===== src/rtl/sys_rst_sequencer.sv =====
// Power-up/reset sequencer: PLL reset, lock qualification, staged release of NUM_CH domain resets.
// Optional macro SYS_RST_LOCK_TIMEOUT_EN: retry the PLL reset if LOCK_WAIT exceeds LOCK_TIMEOUT cycles.
module sys_rst_sequencer #(
    parameter int unsigned NUM_CH         = 4,
    parameter int unsigned CNT_W          = 24,
    parameter int unsigned INIT_DELAY     = 2500000,
    parameter int unsigned LOCK_FILTER    = 16,
    parameter int unsigned STAGE_DELAY    = 1024,
    parameter int unsigned PLL_RST_CYCLES = 64,
    parameter int unsigned LOCK_TIMEOUT   = 1000000
) (
    input  logic              clk,
    input  logic              rst,
    input  logic              ext_rst_n,
    input  logic              pll_locked,
    output logic              pll_areset,
    output logic [NUM_CH-1:0] sys_rst_n,
    output logic              seq_done,
    output logic [7:0]        lock_lost_cnt,
    output logic [2:0]        state_o
);

    localparam int unsigned FILT_W = $clog2(LOCK_FILTER + 1);
    localparam int unsigned STG_W  = $clog2(NUM_CH + 1);

    // Every delay is counted as 0..P-1 in the shared counter, so P-1 must fit in CNT_W bits.
    if (NUM_CH < 1 || NUM_CH > 16 || CNT_W < 1 || INIT_DELAY < 1 || LOCK_FILTER < 1 ||
        STAGE_DELAY < 1 || PLL_RST_CYCLES < 1 || LOCK_TIMEOUT < 1 ||
        ((INIT_DELAY - 1) >> CNT_W) != 0 || ((STAGE_DELAY - 1) >> CNT_W) != 0 ||
        ((PLL_RST_CYCLES - 1) >> CNT_W) != 0 || ((LOCK_TIMEOUT - 1) >> CNT_W) != 0) begin : g_param_err
        $error("sys_rst_sequencer: parameter out of range or does not fit in CNT_W");
    end

    typedef enum logic [2:0] {
        INIT_WAIT = 3'd0,
        LOCK_WAIT = 3'd1,
        RELEASE   = 3'd2,
        RUN       = 3'd3,
        PLL_RST   = 3'd4,
        HOLD      = 3'd5
    } state_t;

    state_t              state_q, state_d;
    logic [CNT_W-1:0]    cnt_q, cnt_d;
    logic [FILT_W-1:0]   filt_q, filt_d;
    logic [STG_W-1:0]    stg_q, stg_d;
    logic                lock_lo_q;
    logic                ext_meta, ext_s;
    logic                lock_meta, lock_s;
    logic                lost_c;
    logic                lost_inc;
    logic                pll_areset_d;
    logic                seq_done_d;
    logic [NUM_CH-1:0]   sys_rst_n_d;

    assign state_o = state_q;

    // Two-flop synchronisers for the asynchronous button and lock inputs
    always_ff @(posedge clk) begin
        if (rst) begin
            ext_meta  <= 1'b0;
            ext_s     <= 1'b0;
            lock_meta <= 1'b0;
            lock_s    <= 1'b0;
        end else begin
            ext_meta  <= ext_rst_n;
            ext_s     <= ext_meta;
            lock_meta <= pll_locked;
            lock_s    <= lock_meta;
        end
    end

    always_comb begin
        state_d  = state_q;
        cnt_d    = cnt_q + CNT_W'(1);
        filt_d   = '0;
        stg_d    = stg_q;
        lost_inc = 1'b0;
        // Lock loss: synced lock low on two consecutive samples while releasing or running
        lost_c   = lock_lo_q && !lock_s && (state_q == RELEASE || state_q == RUN);

        case (state_q)
            INIT_WAIT: begin
                if (cnt_q == CNT_W'(INIT_DELAY - 1)) state_d = LOCK_WAIT;
            end
            LOCK_WAIT: begin
                filt_d = lock_s ? filt_q + FILT_W'(1) : '0;
                if (!ext_s)                                  state_d = HOLD;
                else if (filt_d == FILT_W'(LOCK_FILTER))     state_d = RELEASE;
`ifdef SYS_RST_LOCK_TIMEOUT_EN
                else if (cnt_q == CNT_W'(LOCK_TIMEOUT - 1))  state_d = PLL_RST;
`endif
            end
            RELEASE: begin
                if (lost_c)                         state_d = PLL_RST;
                else if (!ext_s)                    state_d = HOLD;
                else if (stg_q == STG_W'(NUM_CH))   state_d = RUN;
                else if (stg_q == '0 || cnt_q == CNT_W'(STAGE_DELAY - 1)) begin
                    stg_d = stg_q + STG_W'(1);
                    cnt_d = '0;
                end
            end
            RUN: begin
                if (lost_c) begin
                    state_d  = PLL_RST;
                    lost_inc = 1'b1;
                end else if (!ext_s) begin
                    state_d  = HOLD;
                end
            end
            PLL_RST: begin
                if (cnt_q == CNT_W'(PLL_RST_CYCLES - 1)) state_d = LOCK_WAIT;
            end
            HOLD: begin
                if (ext_s) state_d = RELEASE;
            end
            default: state_d = INIT_WAIT;
        endcase

        if (state_d != state_q) begin
            cnt_d  = '0;
            filt_d = '0;
            stg_d  = '0;
        end

        pll_areset_d = (state_d == INIT_WAIT) || (state_d == PLL_RST);
        seq_done_d   = (state_d == RUN);
        for (int i = 0; i < NUM_CH; i++) begin
            sys_rst_n_d[i] = (state_d == RUN) || (STG_W'(i) < stg_d);
        end
    end

    always_ff @(posedge clk) begin
        if (rst) begin
            state_q       <= INIT_WAIT;
            cnt_q         <= '0;
            filt_q        <= '0;
            stg_q         <= '0;
            lock_lo_q     <= 1'b0;
            pll_areset    <= 1'b1;
            sys_rst_n     <= '0;
            seq_done      <= 1'b0;
            lock_lost_cnt <= '0;
        end else begin
            state_q    <= state_d;
            cnt_q      <= cnt_d;
            filt_q     <= filt_d;
            stg_q      <= stg_d;
            lock_lo_q  <= !lock_s;
            pll_areset <= pll_areset_d;
            sys_rst_n  <= sys_rst_n_d;
            seq_done   <= seq_done_d;
            if (lost_inc && lock_lost_cnt != 8'hFF) lock_lost_cnt <= lock_lost_cnt + 8'd1;
        end
    end

endmodule


===== config.mk =====
export PLATFORM = sky130hd
export DESIGN_NAME = sys_rst_sequencer
export DESIGN_NICKNAME = d
export VERILOG_FILES = /design/src/rtl/sys_rst_sequencer.sv
export SDC_FILE = /design/constraint.sdc
export NUM_CORES = 1
export LEC_CHECK = 0
export BUFFER_PORTS_ARGS = -buffer_cell sky130_fd_sc_hd__buf_2
export CAP_MARGIN = 20
export CORE_MARGIN = 2
export CORE_UTILIZATION = 40
export DETAILED_ROUTE_END_ITERATION = 16
export PLACE_DENSITY = 0.69
export RECOVER_POWER = 100
export REMOVE_ABC_BUFFERS = 1
export SYNTH_ARGS = -nofsm -noshare
export SYNTH_HDL_FRONTEND = slang
export SYNTH_SLANG_ARGS = --single-unit
export TNS_END_PERCENT = 100

===== constraint.sdc =====
create_clock -name clk -period 1.9 [get_ports clk]
set_input_delay 0.095 -clock clk [delete_from_list [all_inputs] [get_ports clk]]
set_output_delay 0.095 -clock clk [all_outputs]
set_load 0.05 [all_outputs]

Word level (Yosys, flattened, before mapping). Index checks and enable logic that the tools add are counted.

Magnitude comparators: 4. Reduce and logical (&&, ||, !) cells: 16. $add $sub $neg: 4. Multipliers: 0. Bitwise operators: 1. Shift operators: 0. Div/mod/pow operators: 0. Equality and inequality tests: 14. Mux-type cells: 25.

Operators with widths (count): 2-to-1 mux 24 bit (5); 2-to-1 mux 3 bit (16); adder 24 x 1 -> 24 bit (second input constant) (1); == test 24 x 10 -> 1 bit (second input constant) (1); == test 24 x 22 -> 1 bit (second input constant) (1); == test 24 x 6 -> 1 bit (second input constant) (1); one-hot mux 3 bit (6 select lines) (1); == test 3 bit (second input constant) (4); == test 3 x 2 -> 1 bit (second input constant) (3); logical NOT 3 bit (3); adder 8 x 1 -> 8 bit (second input constant) (1); != test 8 bit (second input constant) (1); logical OR 1 bit (7); < comparator 1 x 3 -> 1 bit (first input constant) (2); < comparator 2 x 3 -> 1 bit (first input constant) (2); adder 5 x 1 -> 5 bit (second input constant) (1); == test 5 bit (second input constant) (1); 2-to-1 mux 5 bit (1); adder 3 x 1 -> 3 bit (second input constant) (1); == test 3 x 1 -> 1 bit (second input constant) (1); logical AND 1 bit (3); != test 3 bit (1); OR reduction 3 bit (1); 2-to-1 mux 1 bit (2); other kinds (3) (3).

Word-level logic and storage cells: 77. Input port bits: 4. Output and inout port bits: 17. Flip-flop bits (word level): 54. RAM bits: 0. ROM bits: 0. Memories: 0. Bits in latches: 0.

Longest topological paths before layout.
Depth after elaboration: 10. Depth in mapped cells: 8. Depth with buffers taken out: 8.

Least setup slack after synthesis. Ideal clock, no wire load.

Path type: reg-to-reg. Start point: register state_q[1], in the netlist state_o[1]. End point: register sys_rst_n[3]. Buffers on the path: 1. Library setup time: 120 ps. Stages on the path, launching flop included: 8. Period minus slack after synthesis: 2183 ps. Arrival: 2063 ps. Data required time: 1780 ps. Slack: -283 ps. Cell sequence: dfxtp_1 -> buf_2 -> nor2b_1 -> and4_1 -> nand4b_1 -> o211a_1 -> and3_1 -> or2_1.

Cells in the longest elaborated chain, start to end: 9. Elaborated cells between the ends (all ways): 26. Those cells by class: 1 x order compare; 7 x eq/ne; 14 x mux; 4 x reduce/logical.

Ends and longest elaborated chain: from (decl) (line 43) `state_t state_q, state_d;`; from (signal assigned) (line 145) `state_q <= state_d;`; == test 3 x 2 -> 1 bit (line 80, 82); logical OR 1 bit (line 80) `lost_c = lock_lo_q && !lock_s && (state_q == RELEASE || state_q == RUN);`; logical AND 1 bit (line 80); 2-to-1 mux 3 bit (on tied branches) (line 104, 95); one-hot mux 3 bit (6 select lines) (line 82) `case (state_q)`; != test 3 bit (line 120) `if (state_d != state_q) begin`; 2-to-1 mux 3 bit (line 120); < comparator 2 x 3 -> 1 bit (line 129) `sys_rst_n_d[i] = (state_d == RUN) || (STG_W'(i) < stg_d);`; logical OR 1 bit * (line 129); to (signal assigned) (line 151) `sys_rst_n <= sys_rst_n_d;`; to (decl) (line 17) `output logic [NUM_CH-1:0] sys_rst_n,`.

Mark *: on every way between the ends. The rest lies on a longest branch, timed or not. A chain may end at the register's enable or synchronous reset.

Worst setup path after layout.
Start point: register filt_q[0]. End point: register cnt_q[6].

Cells in the longest elaborated chain, start to end: 8.

Ends and longest elaborated chain: from (decl) (line 45) `logic [FILT_W-1:0] filt_q, filt_d;`; from (signal assigned) (line 147) `filt_q <= filt_d;`; adder 5 x 1 -> 5 bit (line 87) `filt_d = lock_s ? filt_q + FILT_W'(1) : '0;`; 2-to-1 mux 5 bit (line 87); == test 5 bit (line 89) `else if (filt_d == FILT_W'(LOCK_FILTER)) state_d = RELEASE;`; 2-to-1 mux 3 bit (line 89); 2-to-1 mux 3 bit (line 88) `if (!ext_s) state_d = HOLD;`; one-hot mux 3 bit (6 select lines) (line 82); != test 3 bit (line 120); OR reduction 2 bit (no line); to (signal assigned) (line 146) `cnt_q <= cnt_d;`; to (decl) (line 44) `logic [CNT_W-1:0] cnt_q, cnt_d;`.

No other way between the ends.

==> results_dict.tcl <==
set metrics [dict create \
    ys_seq_area_share_pct 40.6 \
    worstSetupPathType "reg2reg" \
    finClkSkew_ns 0.00663 \
    avgSynthCellArea_um2 8.96 \
    r2r_cells 9 \
    period_share_pct 106 \
    grt_max_degree 24 \
    maxCapViolCount 0 \
    synth_cells 297 \
    crit_fanout 11 \
    grt_usage_pct 16.8 \
    clk_pin_slew_ns 0.10 \
    clock_sinks 54 \
    die_y_um 85.6 \
    violations "setup timing" \
    synth_edf_count 0 \
    wl_um 6540 \
    multi_input_area_um2 1790 \
    grt_pass1_vias 2239 \
    final-hold-violation-count 0 \
    synthFlopType "dfxtp_1" \
    die-width_um 85.6 \
    yosysUniqueCellTypes 55 \
    routedWlPerCell_um 14.6 \
    r2r_slack_ns -0.11 \
    drv_slew 0 \
    worstHoldPathCells 2 \
    cts-root-buf "clkbuf_8" \
    vias 2425 \
    cts_buffers 5 \
    core_area_um2 6390 \
    antenna_found_initial 0 \
    rsz0062_at_grt "yes" \
    clk_path_buf_depth 2 \
    place.gp.congestion 0.803 \
    start_kind "flop" \
    ant_nets 0 \
    min_period_ns 2.01 \
    dpl_cell_area_um2 3150 \
    drtIter0Drc 111 \
    yosys_warnings 0 \
    min_path_type "in2reg" \
    ys_ff_latch 54 \
    htree_levels 2 \
    fill_cells 566 \
    worstReg2RegStart "filt_q[0]$_SDFF_PP0_" \
    drc_errors 0 \
    slew-limit-headroom_pct 51.7 \
    viasPerCell 5.43 \
    die-area_um2 7320 \
    worst_setup_path_end_kind "flop" \
    p_per_area_nw_per_um2 520 \
    setup_ws_ns -0.111 \
    clk_latency_ns 0.31 \
    rows 29 \
    setup-violations-final 35 \
    worstMarginPinSlew_ns 0.725 \
    cellLeakagePower_uw 0.00133 \
    irDropWorstVdd_mv 0.398 \
    r2r-end "cnt_q[6]$_SDFF_PP0_" \
    async_flop_share_pct 0 \
    hp-start "pll_locked" \
    cp.arrival_ns 2.22 \
    seqCellArea_um2 1090 \
    grt_pass1_wl_um 10000 \
    fin_nets 378 \
    status "finished with violations" \
    gr-total-overflow 0 \
    start_util_pct 41.7 \
    io_pins 21 \
    cp.required_ns 2.11 \
    design_area_um2 3630 \
    hpwlAfterDp_um 4170 \
    fmax_ghz 0.497 \
    hold_slack_ns 0.0306 \
    area_delta_synth_final_pct 36.2 \
    first_pass_iters 4 \
    drive_above_1_share_pct 32.4 \
    cts_tree "built" \
    hold_end "lock_meta$_SDFF_PP0_" \
    synthesis.area_um2 2660 \
    diodes 0 \
    port_buffers 20 \
]
worst max path at each step:
stage                               start                      end  slack, ns  depth (start not counted)
finish               filt_q[0]$_SDFF_PP0_      cnt_q[6]$_SDFF_PP0_      -0.11                          9
global route          cnt_q[0]$_SDFF_PP0_      cnt_q[6]$_SDFF_PP0_      -0.21                          9
CTS                  cnt_q[11]$_SDFF_PP0_  sys_rst_n[3]$_SDFF_PP0_      -0.05                          7
detailed placement   filt_q[0]$_SDFF_PP0_     filt_q[1]$_SDFF_PP0_      -0.18                          7
global placement     filt_q[0]$_SDFF_PP0_     filt_q[1]$_SDFF_PP0_      -0.12                          7
floorplan           state_o[2]$_SDFF_PP0_     cnt_q[10]$_SDFF_PP0_      -0.31                          6
synth_stat cells, types with 3 or more instances:
| library cell | number | area share [%] |
|---|---|---|
| nor3_1 | 5 | 0.94 |
| a211oi_1 | 4 | 1.1 |
| and4_1 | 7 | 2.3 |
| nand3_1 | 15 | 2.8 |
| ha_1 | 5 | 2.4 |
| nand3b_1 | 5 | 1.4 |
| nor2_1 | 42 | 5.9 |
| dfxtp_1 | 54 | 41 |
| a21o_1 | 3 | 0.85 |
| nand2b_1 | 7 | 1.6 |
| nand4_1 | 12 | 2.8 |
| o21bai_1 | 3 | 0.85 |
| and3_1 | 9 | 2.1 |
| nand2_1 | 18 | 2.5 |
| and2_1 | 3 | 0.71 |
| buf_2 | 3 | 0.56 |
| o21ai_0 | 7 | 1.3 |
| nor2b_1 | 6 | 1.4 |
| inv_1 | 7 | 0.99 |
| xor2_1 | 15 | 4.9 |
| clkbuf_1 | 5 | 0.71 |
| xnor2_1 | 15 | 4.9 |
| a21oi_1 | 8 | 1.5 |
repair_timing:
| action | 4_1_cts | 5_1_grt |
|---|---|---|
| hold buffers | 1 | 0 |
| cloned | 0 | 2 |
| endpoints found under the setup margin | 37 | 39 |
| endpoints found under the hold margin | 1 | 0 |
| resized for setup | 23 | 48 |
| pin swaps | 23 | 28 |
| buffers inserted | 7 | 1 |
registers in the layout, indices dropped and copies added, names as in the netlist:
signal,cells
stg_q,3
lock_meta,1
pll_areset,1
lock_lo_q,1
ext_meta,1
cnt_q,24
filt_q,5
lock_lost_cnt,8
lock_s,1
ext_s,1
state_o,3
seq_done,1
sys_rst_n,4
per-layer routing:
layer  wire length, µm  share of wire [%]  GRT usage, %
met1              3100                 47          23.3
met2              3180                 49          26.8
met3               191                2.9          3.27
met4                67                1.0          4.62
met5                 0                  0             0
cell type report:
cell class | count | share of cell area, %
Sequential cell | 54 | 30.1
Clock buffer | 5 | 1.90
Clock inverter | 3 | 0.587
Tap cell | 77 | 2.66
Multi-Input combinational cell | 227 | 49.3
Timing Repair Buffer | 74 | 14.7
Inverter | 7 | 0.725
critical path, stage by stage (launching register included):
cell	delay [ns]
dfxtp_2	0.34
ha_2	0.17
buf_4	0.14
nand3b_1	0.09
a211oi_2	0.29
o211ai_1	0.15
o221a_4	0.35
nand3_4	0.14
clkbuf_16	0.18
nor2_1	0.05
power by group:
part	switching (µW)	internal, µW	total, µW
Combinational	46.3	41.3	87.7
Clock	388	260	648
Sequential	6.87	1140	1150
Total	441	1440	1890
through the flow:
step	setup WS (ns)	std cells	TNS [ns]	total power (µW)	util, %
after floorplan	-0.311	288	-9.08	1200	-
after global placement	-0.121	428	-2.43	1240	49.4
after detailed placement	-0.182	428	-4.44	1240	49.4
after CTS	-0.0490	444	-1.13	1870	53.3
after global routing	-0.207	447	-6.99	1950	56.8
final	-0.111	447	-2.98	1890	56.8
cells by family after synthesis:
group / synth area share (%)
AO/OA/AOI/OAI: 12.6
XOR/XNOR: 9.87
AND/OR/NAND/NOR: 31.6
buffers and inverters: 2.54
flip-flops: 40.6
multiplexers: 0.376
adder cells (fa/ha/maj): 2.35
cells in the final DEF (no fill, tap or decap), types with 6 or more instances in the layout:
master    Yosys  layout
dfxtp_2       0       8
nand2b_1      7       7
inv_1         7       7
nor2_4        0      12
nor2_1       42      30
a21oi_1       8       6
nand4_1      12      12
xnor2_1      15      14
nand2_1      18      17
clkbuf_1      5      19
nand3_1      15      14
xor2_1       15      15
buf_4         1      48
dfxtp_1      54      46
and4_1        7       7
(Power assumes the default switching activity.)
